## config.mk

```make
export PLATFORM = sky130hd
export DESIGN_NAME = ppc_fetch_unit_flat
export DESIGN_NICKNAME = d
export VERILOG_FILES = /design/src/rtl/ppc_pkg.sv /design/src/rtl/ppc_fetch_if.sv /design/src/rtl/ppc_fetch_queue.sv /design/src/rtl/ppc_fetch_unit.sv /design/src/flat_wrapper.sv
export SDC_FILE = /design/constraint.sdc
export NUM_CORES = 1
export LEC_CHECK = 0
export BUFFER_PORTS_ARGS = -buffer_cell sky130_fd_sc_hd__buf_2
export CORE_ASPECT_RATIO = 0.9
export CORE_MARGIN = 2
export CORE_UTILIZATION = 35
export DETAILED_ROUTE_END_ITERATION = 12
export HOLD_SLACK_MARGIN = 0.05
export PLACE_DENSITY = 0.5
export SLEW_MARGIN = 20
export SYNTH_ARGS = -nofsm -noshare
export SYNTH_HDL_FRONTEND = slang
export SYNTH_HIERARCHICAL = 1
export SYNTH_SLANG_ARGS = --single-unit
export TNS_END_PERCENT = 100
```

## constraint.sdc

```tcl
create_clock -name clk -period 9.9 [get_ports clk]
set_input_delay 0.495 -clock clk [delete_from_list [all_inputs] [get_ports clk]]
set_output_delay 0.495 -clock clk [all_outputs]
set_load 0.03 [all_outputs]
```

## src/rtl/ppc_pkg.sv

```systemverilog
// Shared types and constants for the PPC fetch slice.
// Contents: width constants, fetch FSM state encoding, queue entry type,
//           and the next-doubleword PC helper.
package ppc_pkg;

  localparam int XLEN   = 64;  // PC / data width
  localparam int ILEN   = 32;  // instruction width
  localparam int DWADDR = 61;  // doubleword address width (PC bits [0:60])

  typedef enum logic {
    FETCH = 1'b0,
    WAIT  = 1'b1
  } fetch_state_t;

  // One buffered instruction together with the address it was fetched from.
  typedef struct packed {
    logic [0:ILEN-1] inst;
    logic [0:XLEN-1] pc;
  } fetch_entry_t;

  // Start of the doubleword following the one containing pc.
  function automatic logic [0:XLEN-1] next_dw(input logic [0:XLEN-1] pc);
    return {pc[0:DWADDR-1] + DWADDR'(1), 3'b000};
  endfunction

endpackage

```

## src/rtl/ppc_fetch_if.sv

```systemverilog
// Bundles the fetch unit's core-facing and memory-facing signals.
// master: the fetch unit (drives read strobe/address and the instruction head).
// slave:  core + memory side (drives redirect, read data and inst_ready).
interface ppc_fetch_if;
  import ppc_pkg::*;

  logic                redirect_valid;
  logic [0:XLEN-1]     redirect_pc;
  logic                mem_read_en;
  logic [0:DWADDR-1]   mem_read_addr;
  logic [0:XLEN-1]     mem_read_data;
  logic                inst_valid;
  logic                inst_ready;
  logic [0:ILEN-1]     inst;
  logic [0:XLEN-1]     inst_pc;

  modport master (
    input  redirect_valid, redirect_pc, mem_read_data, inst_ready,
    output mem_read_en, mem_read_addr, inst_valid, inst, inst_pc
  );

  modport slave (
    output redirect_valid, redirect_pc, mem_read_data, inst_ready,
    input  mem_read_en, mem_read_addr, inst_valid, inst, inst_pc
  );
endinterface

```

## src/rtl/ppc_fetch_queue.sv

```systemverilog
// Circular instruction queue: 0/1/2-wide push, 1-wide pop, synchronous flush.
// Ports: clk, reset (async, active-high), flush, push_cnt/push0/push1, pop,
//        head (entry at read pointer), count (occupancy 0..DEPTH).
module ppc_fetch_queue
  import ppc_pkg::*;
#(
  parameter int DEPTH = 4
) (
  input  logic                         clk,
  input  logic                         reset,
  input  logic                         flush,
  input  logic [1:0]                   push_cnt,
  input  fetch_entry_t                 push0,
  input  fetch_entry_t                 push1,
  input  logic                         pop,
  output fetch_entry_t                 head,
  output logic [$clog2(DEPTH):0]       count
);

  localparam int PW = $clog2(DEPTH);
  localparam int CW = PW + 1;

  fetch_entry_t    store [DEPTH];
  logic [PW-1:0]   rd_ptr;
  logic [PW-1:0]   wr_ptr;

  assign head = store[rd_ptr];

  // Pointers are PW bits wide and DEPTH is a power of two, so natural
  // overflow gives the modulo-DEPTH wrap.
  always_ff @(posedge clk or posedge reset) begin
    if (reset) begin
      rd_ptr <= '0;
      wr_ptr <= '0;
      count  <= '0;
    end else if (flush) begin
      rd_ptr <= '0;
      wr_ptr <= '0;
      count  <= '0;
    end else begin
      if (pop)
        rd_ptr <= rd_ptr + PW'(1);
      wr_ptr <= wr_ptr + PW'(push_cnt);
      count  <= count + CW'(push_cnt) - CW'(pop);
    end
  end

  always_ff @(posedge clk) begin
    if (!flush) begin
      if (push_cnt != 2'd0)
        store[wr_ptr] <= push0;
      if (push_cnt == 2'd2)
        store[wr_ptr + PW'(1)] <= push1;
    end
  end

endmodule

```

## src/rtl/ppc_fetch_unit.sv

```systemverilog
// Instruction fetch stage: owns the fetch PC, reads doublewords from memory
// port #1, splits them into big-endian instructions and queues them for the core.
// Ports: clk, reset (async, active-high), bus (ppc_fetch_if.master).
// Optional `PPC_FETCH_STATS_EN adds fetch_count / flush_count outputs.
module ppc_fetch_unit
  import ppc_pkg::*;
#(
  parameter logic [0:XLEN-1] RESET_PC = '0,
  parameter int              DEPTH    = 4
) (
  input  logic            clk,
  input  logic            reset,
  ppc_fetch_if.master     bus
`ifdef PPC_FETCH_STATS_EN
  ,
  output logic [0:31]     fetch_count,
  output logic [0:31]     flush_count
`endif
);

  localparam int CW = $clog2(DEPTH) + 1;

  fetch_state_t    state_q, state_d;
  logic [0:XLEN-1] pc_q, pc_d;
  logic [CW-1:0]   count;
  logic [CW-1:0]   free;
  logic [CW-1:0]   need;
  logic            read_go;
  logic            pop;
  logic [1:0]      push_cnt;
  fetch_entry_t    push0, push1, head, hold_q;

  // Space check uses occupancy before any same-cycle pop.
  assign free = CW'(DEPTH) - count;
  assign need = pc_q[61] ? CW'(1) : CW'(2);
  assign pop  = bus.inst_valid & bus.inst_ready;

  always_ff @(posedge clk or posedge reset) begin
    if (reset) begin
      state_q <= FETCH;
      pc_q    <= {RESET_PC[0:61], 2'b00};
    end else begin
      state_q <= state_d;
      pc_q    <= pc_d;
    end
  end

  always_comb begin
    state_d    = state_q;
    pc_d       = pc_q;
    read_go    = 1'b0;
    push_cnt   = 2'd0;
    push0.inst = bus.mem_read_data[0:31];
    push0.pc   = pc_q;
    push1.inst = bus.mem_read_data[32:63];
    push1.pc   = pc_q + 64'd4;
    if (bus.redirect_valid) begin
      // Re-steer wins over everything; a WAIT response is simply not pushed.
      pc_d    = {bus.redirect_pc[0:61], 2'b00};
      state_d = FETCH;
    end else begin
      case (state_q)
        FETCH: begin
          if (free >= need) begin
            read_go = 1'b1;
            state_d = WAIT;
          end
        end
        WAIT: begin
          if (pc_q[61]) begin
            // Entered mid-doubleword: only the second word is wanted.
            push_cnt   = 2'd1;
            push0.inst = bus.mem_read_data[32:63];
          end else begin
            push_cnt = 2'd2;
          end
          pc_d    = next_dw(pc_q);
          state_d = FETCH;
        end
        default: state_d = FETCH;
      endcase
    end
  end

  ppc_fetch_queue #(.DEPTH(DEPTH)) u_queue (
    .clk      (clk),
    .reset    (reset),
    .flush    (bus.redirect_valid),
    .push_cnt (push_cnt),
    .push0    (push0),
    .push1    (push1),
    .pop      (pop),
    .head     (head),
    .count    (count)
  );

  // Remembers the last presented head so inst/inst_pc hold when the queue drains.
  always_ff @(posedge clk or posedge reset) begin
    if (reset)
      hold_q <= '0;
    else if (count != '0)
      hold_q <= head;
  end

  // Gated by reset so the strobe is low while reset is held.
  assign bus.mem_read_en   = read_go & ~reset;
  assign bus.mem_read_addr = pc_q[0:DWADDR-1];
  assign bus.inst_valid    = (count != '0);
  assign bus.inst          = bus.inst_valid ? head.inst : hold_q.inst;
  assign bus.inst_pc       = bus.inst_valid ? head.pc   : hold_q.pc;

`ifdef PPC_FETCH_STATS_EN
  always_ff @(posedge clk or posedge reset) begin
    if (reset) begin
      fetch_count <= '0;
      flush_count <= '0;
    end else begin
      if (bus.mem_read_en)
        fetch_count <= fetch_count + 32'd1;
      if (bus.redirect_valid)
        flush_count <= flush_count + 32'd1;
    end
  end
`endif

endmodule

```

## src/flat_wrapper.sv

```systemverilog
// flat-port wrapper written by rule: the top's interface ports become plain ports
module ppc_fetch_unit_flat import ppc_pkg::*;
#(
  parameter logic [0:XLEN-1] RESET_PC = '0,
  parameter int              DEPTH    = 4
)
  (clk, reset, bus_redirect_valid, bus_redirect_pc, bus_mem_read_data, bus_inst_ready, bus_mem_read_en, bus_mem_read_addr, bus_inst_valid, bus_inst, bus_inst_pc);
  ppc_fetch_if bus_i ();
  input  logic clk;
  input  logic reset;
  input wire logic [$bits(bus_i.redirect_valid)-1:0] bus_redirect_valid;
  input wire logic [$bits(bus_i.redirect_pc)-1:0] bus_redirect_pc;
  input wire logic [$bits(bus_i.mem_read_data)-1:0] bus_mem_read_data;
  input wire logic [$bits(bus_i.inst_ready)-1:0] bus_inst_ready;
  output wire logic [$bits(bus_i.mem_read_en)-1:0] bus_mem_read_en;
  output wire logic [$bits(bus_i.mem_read_addr)-1:0] bus_mem_read_addr;
  output wire logic [$bits(bus_i.inst_valid)-1:0] bus_inst_valid;
  output wire logic [$bits(bus_i.inst)-1:0] bus_inst;
  output wire logic [$bits(bus_i.inst_pc)-1:0] bus_inst_pc;
  assign bus_i.redirect_valid = bus_redirect_valid;
  assign bus_i.redirect_pc = bus_redirect_pc;
  assign bus_i.mem_read_data = bus_mem_read_data;
  assign bus_i.inst_ready = bus_inst_ready;
  assign bus_mem_read_en = bus_i.mem_read_en;
  assign bus_mem_read_addr = bus_i.mem_read_addr;
  assign bus_inst_valid = bus_i.inst_valid;
  assign bus_inst = bus_i.inst;
  assign bus_inst_pc = bus_i.inst_pc;
  ppc_fetch_unit #(.RESET_PC(RESET_PC), .DEPTH(DEPTH)) u_core (.clk(clk), .reset(reset), .bus(bus_i));
endmodule
```

==> flow_summary.json <==
{
  "final_nets": 2308,
  "end_kind": "flop",
  "wl_met3_um": 4050,
  "cts_root_buffer": "clkbuf_16",
  "cts.sinks": 550,
  "skew_ns": 0.0226,
  "die_h_um": 273,
  "tns_ns": 0,
  "cp_common_cell": "buf_4",
  "fmax_ghz": 0.208,
  "syn_inst": 1952,
  "syn_avg_cell_area_um2": 14.4,
  "cts_htree_levels": 3,
  "worstPathCellList": "buf_4 > inv_2 > nand3_4 > clkinv_1 > nor3b_4 > and3_4 > buf_4 > mux2_2",
  "ys_warn_count": 6,
  "r2r_setup_slack_ns": 5.66,
  "totalWireLength_um": 80800,
  "highest_layer": "met4",
  "power_mw": 8.35,
  "layout_commonest_cell": "mux2_2",
  "fin_crit_ns": 4.80,
  "synth_compound_area_share_pct": 1.66,
  "first_pass_iters": 5,
  "crit_required_ns": 10.25,
  "critPathBufInv": 4,
  "placementRows": 98,
  "synth-seq-area-share_pct": 55.9,
  "die_w_um": 302,
  "pin_count": 291,
  "worstSetupPathType": "in -> reg",
  "synth-xor-area-share_pct": 3.40,
  "finalSetupViolCount": 0,
  "ys_ff_latch": 550,
  "grtUsageTotal_pct": 19.5,
  "hold_violations": 0,
  "worstMarginPinSlew_ns": 1.06,
  "p_per_area_mw_per_mm2": 258,
  "status": "completed",
  "cpPeakStageDelay_ns": 0.93,
  "wl_met1_um": 35400,
  "synth_top_family_by_area": "multiplexers",
  "min_path_type": "in -> reg",
  "synth_cell_types": 52,
  "antenna_found_initial": 1,
  "io_buffer_count": 288,
  "drtAntennaViolNets": 0,
  "met2WireLength_um": 39400,
  "core-area_mm2": 0.0795,
  "final_cell_mix": "479 x mux2_2, 384 x edfxtp_1, 287 x buf_2, 187 x nand2_1, 164 x dfrtp_1",
  "initial_core_util_pct": 35.3,
  "clock_path_buffers": 3,
  "place_congestion": 0.786,
  "drive_above_1_share_pct": 45.9,
  "dr_total_vias": 17220,
  "vdd_ir_drop_max_mv": 0.228,
  "crit_slowest_cell": "buf_4",
  "drtIter0Drc": 1078,
  "grt_overflow_total": 0,
  "synthAdderAreaFrac_pct": 0.517,
  "arrival_ns": 5.15,
  "diodes": 0,
  "slew_headroom_pct": 28.8,
  "cap_violations": 0,
  "clk_pin_slew_ns": 0.06,
  "crit_family": "buffers and inverters",
  "report.final.slew_viol_count": 0,
  "synth_area_mm2": 0.0281,
  "worstSetupStartpointType": "input port",
  "dpl.hpwl_um": 48400,
  "ctsResizeCount": 0,
  "syn_to_final_growth_pct": 15.1,
  "fin_crit_sh_pct": 48.5,
  "grt_pass1_vias": 18458,
  "cts_made_buffers": 66,
  "cts_tree": "done",
  "grt_pass1_wl_um": 120000,
  "avgRoutedWirePerCell_um": 24.7,
  "synth-simple-area-share_pct": 7.30,
  "leakagePower_nw": 11.7,
  "rsz0062_at_grt": "false",
  "insertion_delay_ns": 0.61,
  "grt_max_degree": 108,
  "fillCellCount": 7484,
  "drc": 0,
  "synthMuxAreaShare_pct": 27.1,
  "cp_max_fo": 64,
  "avgViaCountPerCell": 5.27,
  "die_area_mm2": 0.0825
}
-- metal layers --
| layer | global-route usage (%) | vias to the layer above |
|---|---|---|
| li1 | - | 7734 |
| met4 | 5.51 | 0 |
| met2 | 32.6 | 426 |
| met5 | 0 | - |
| met1 | 25.8 | 8959 |
| met3 | 3.84 | 101 |
-- final timing paths --
| path | endpoint | startpoint | cells past startpoint |
|---|---|---|---|
| worst max-delay path | u_core/u_queue/store[0][70]$_DFFE_PP_ | bus_redirect_valid | 8 |
| worst min-delay path | u_core/pc_q[28]$_DFFE_PP0P_ | bus_redirect_pc[35] | 3 |
| worst max register to register | u_core/u_queue/store[0][70]$_DFFE_PP_ | u_core/state_q$_DFF_PP0_ | 6 |
| worst min register to register | u_core/hold_q[79]$_DFFE_PP0N_ | u_core/hold_q[79]$_DFFE_PP0N_ | 1 |
| max in group asynchronous | u_core/hold_q[47]$_DFFE_PP0N_ | reset | 4 |
| min in group asynchronous | u_core/u_queue/wr_ptr[1]$_DFF_PP0_ | reset | 3 |
-- synthesized netlist by cell type (all sizes together) --
master  count  area [um^2]
or2         3         18.8
o21ai      57          285
or4         5         37.5
or3        12         75.1
and2        4         25.0
a21oi       3         15.0
nor2b       8         50.1
o211ai      1         7.51
nor3b       1         18.8
a311oi      1         8.76
dfrtp     166         4150
xor2       57          499
nand4b      2         17.5
o31ai       4         30.0
a211oi      2         15.0
xnor2      52          455
nor3       20          100
and3        7         43.8
mux2i       2         20.0
clkbuf     67          260
nand4      52          374
inv        19         71.3
nand2b      1         6.26
nand3      32          170
a211o       1         8.76
a31oi      14         87.6
and4        4         36.3
edfxtp    384        11500
fa          1         20.0
nand2     189          714
nor4       12          139
conb        1         3.75
mux4       96         2160
nor2       59          221
mux2      481         5420
a22oi       1         7.51
buf       121          832
ha         10          125
-- flip-flops by register name, summed over array words and instances (netlist names) --
name,flops
u_core/hold_q,96
u_core/pc_q,62
u_core/state_q,1
u_core/u_queue/count,3
u_core/u_queue/rd_ptr,2
u_core/u_queue/store,384
u_core/u_queue/wr_ptr,2
-- worst register-to-register path, delay by kind of cell, from the launching register on --
kind,cells,cell delay [ns]
AND/OR/NAND/NOR,3,1.77
buffers and inverters,2,1.21
flip-flops,1,0.54
multiplexers,1,0.48
-- stage by stage --
step | worst slack [ns] | std cells | area, um^2 | utilization, % | hold slack (ns)
after floorplan | 0.654 | 1967 | 28100 | - | 0.298
after global placement | 4.15 | 3146 | 30100 | 37.9 | 0.475
after detailed placement | 4.14 | 3146 | 30100 | 37.9 | 0.478
after CTS | 4.84 | 3269 | 32300 | 40.6 | 0.0537
after global routing | 4.82 | 3269 | 32300 | 40.6 | 0.0845
final | 5.10 | 3269 | 32300 | 40.6 | 0.0966
-- logic make-up after synthesis --
group	Yosys count
other	1
buffers and inverters	207
flip-flops	550
adder cells (fa/ha/maj)	11
multiplexers	579
AO/OA/AOI/OAI	84
XOR/XNOR	109
AND/OR/NAND/NOR	411
-- final cells by class --
cell class | count | area, um^2 | area share, %
timing repair buffer | 318 | 1670 | 5.18
sequential | 550 | 15700 | 48.6
inverter | 19 | 78.8 | 0.244
clock buffer | 106 | 1950 | 6.05
tap | 1050 | 1310 | 4.07
clock inverter | 16 | 194 | 0.601
multi-input combinational | 1210 | 11400 | 35.3
-- power breakdown --
group | total (mW) | internal, mW | leakage [nW] | switching, mW
Combinational | 2.89 | 1.11 | 5.19 | 1.78
Clock | 2.40 | 1.40 | 1.04 | 1.00
Sequential | 3.06 | 2.85 | 5.43 | 0.211
Total | 8.35 | 5.35 | 11.7 | 2.99
-- what timing repair did --
action,4_1_cts,5_1_grt
setup buffers,0,0
hold buffers,1,0
hold endpoints to repair,7,0
(Power assumes the default switching activity.)
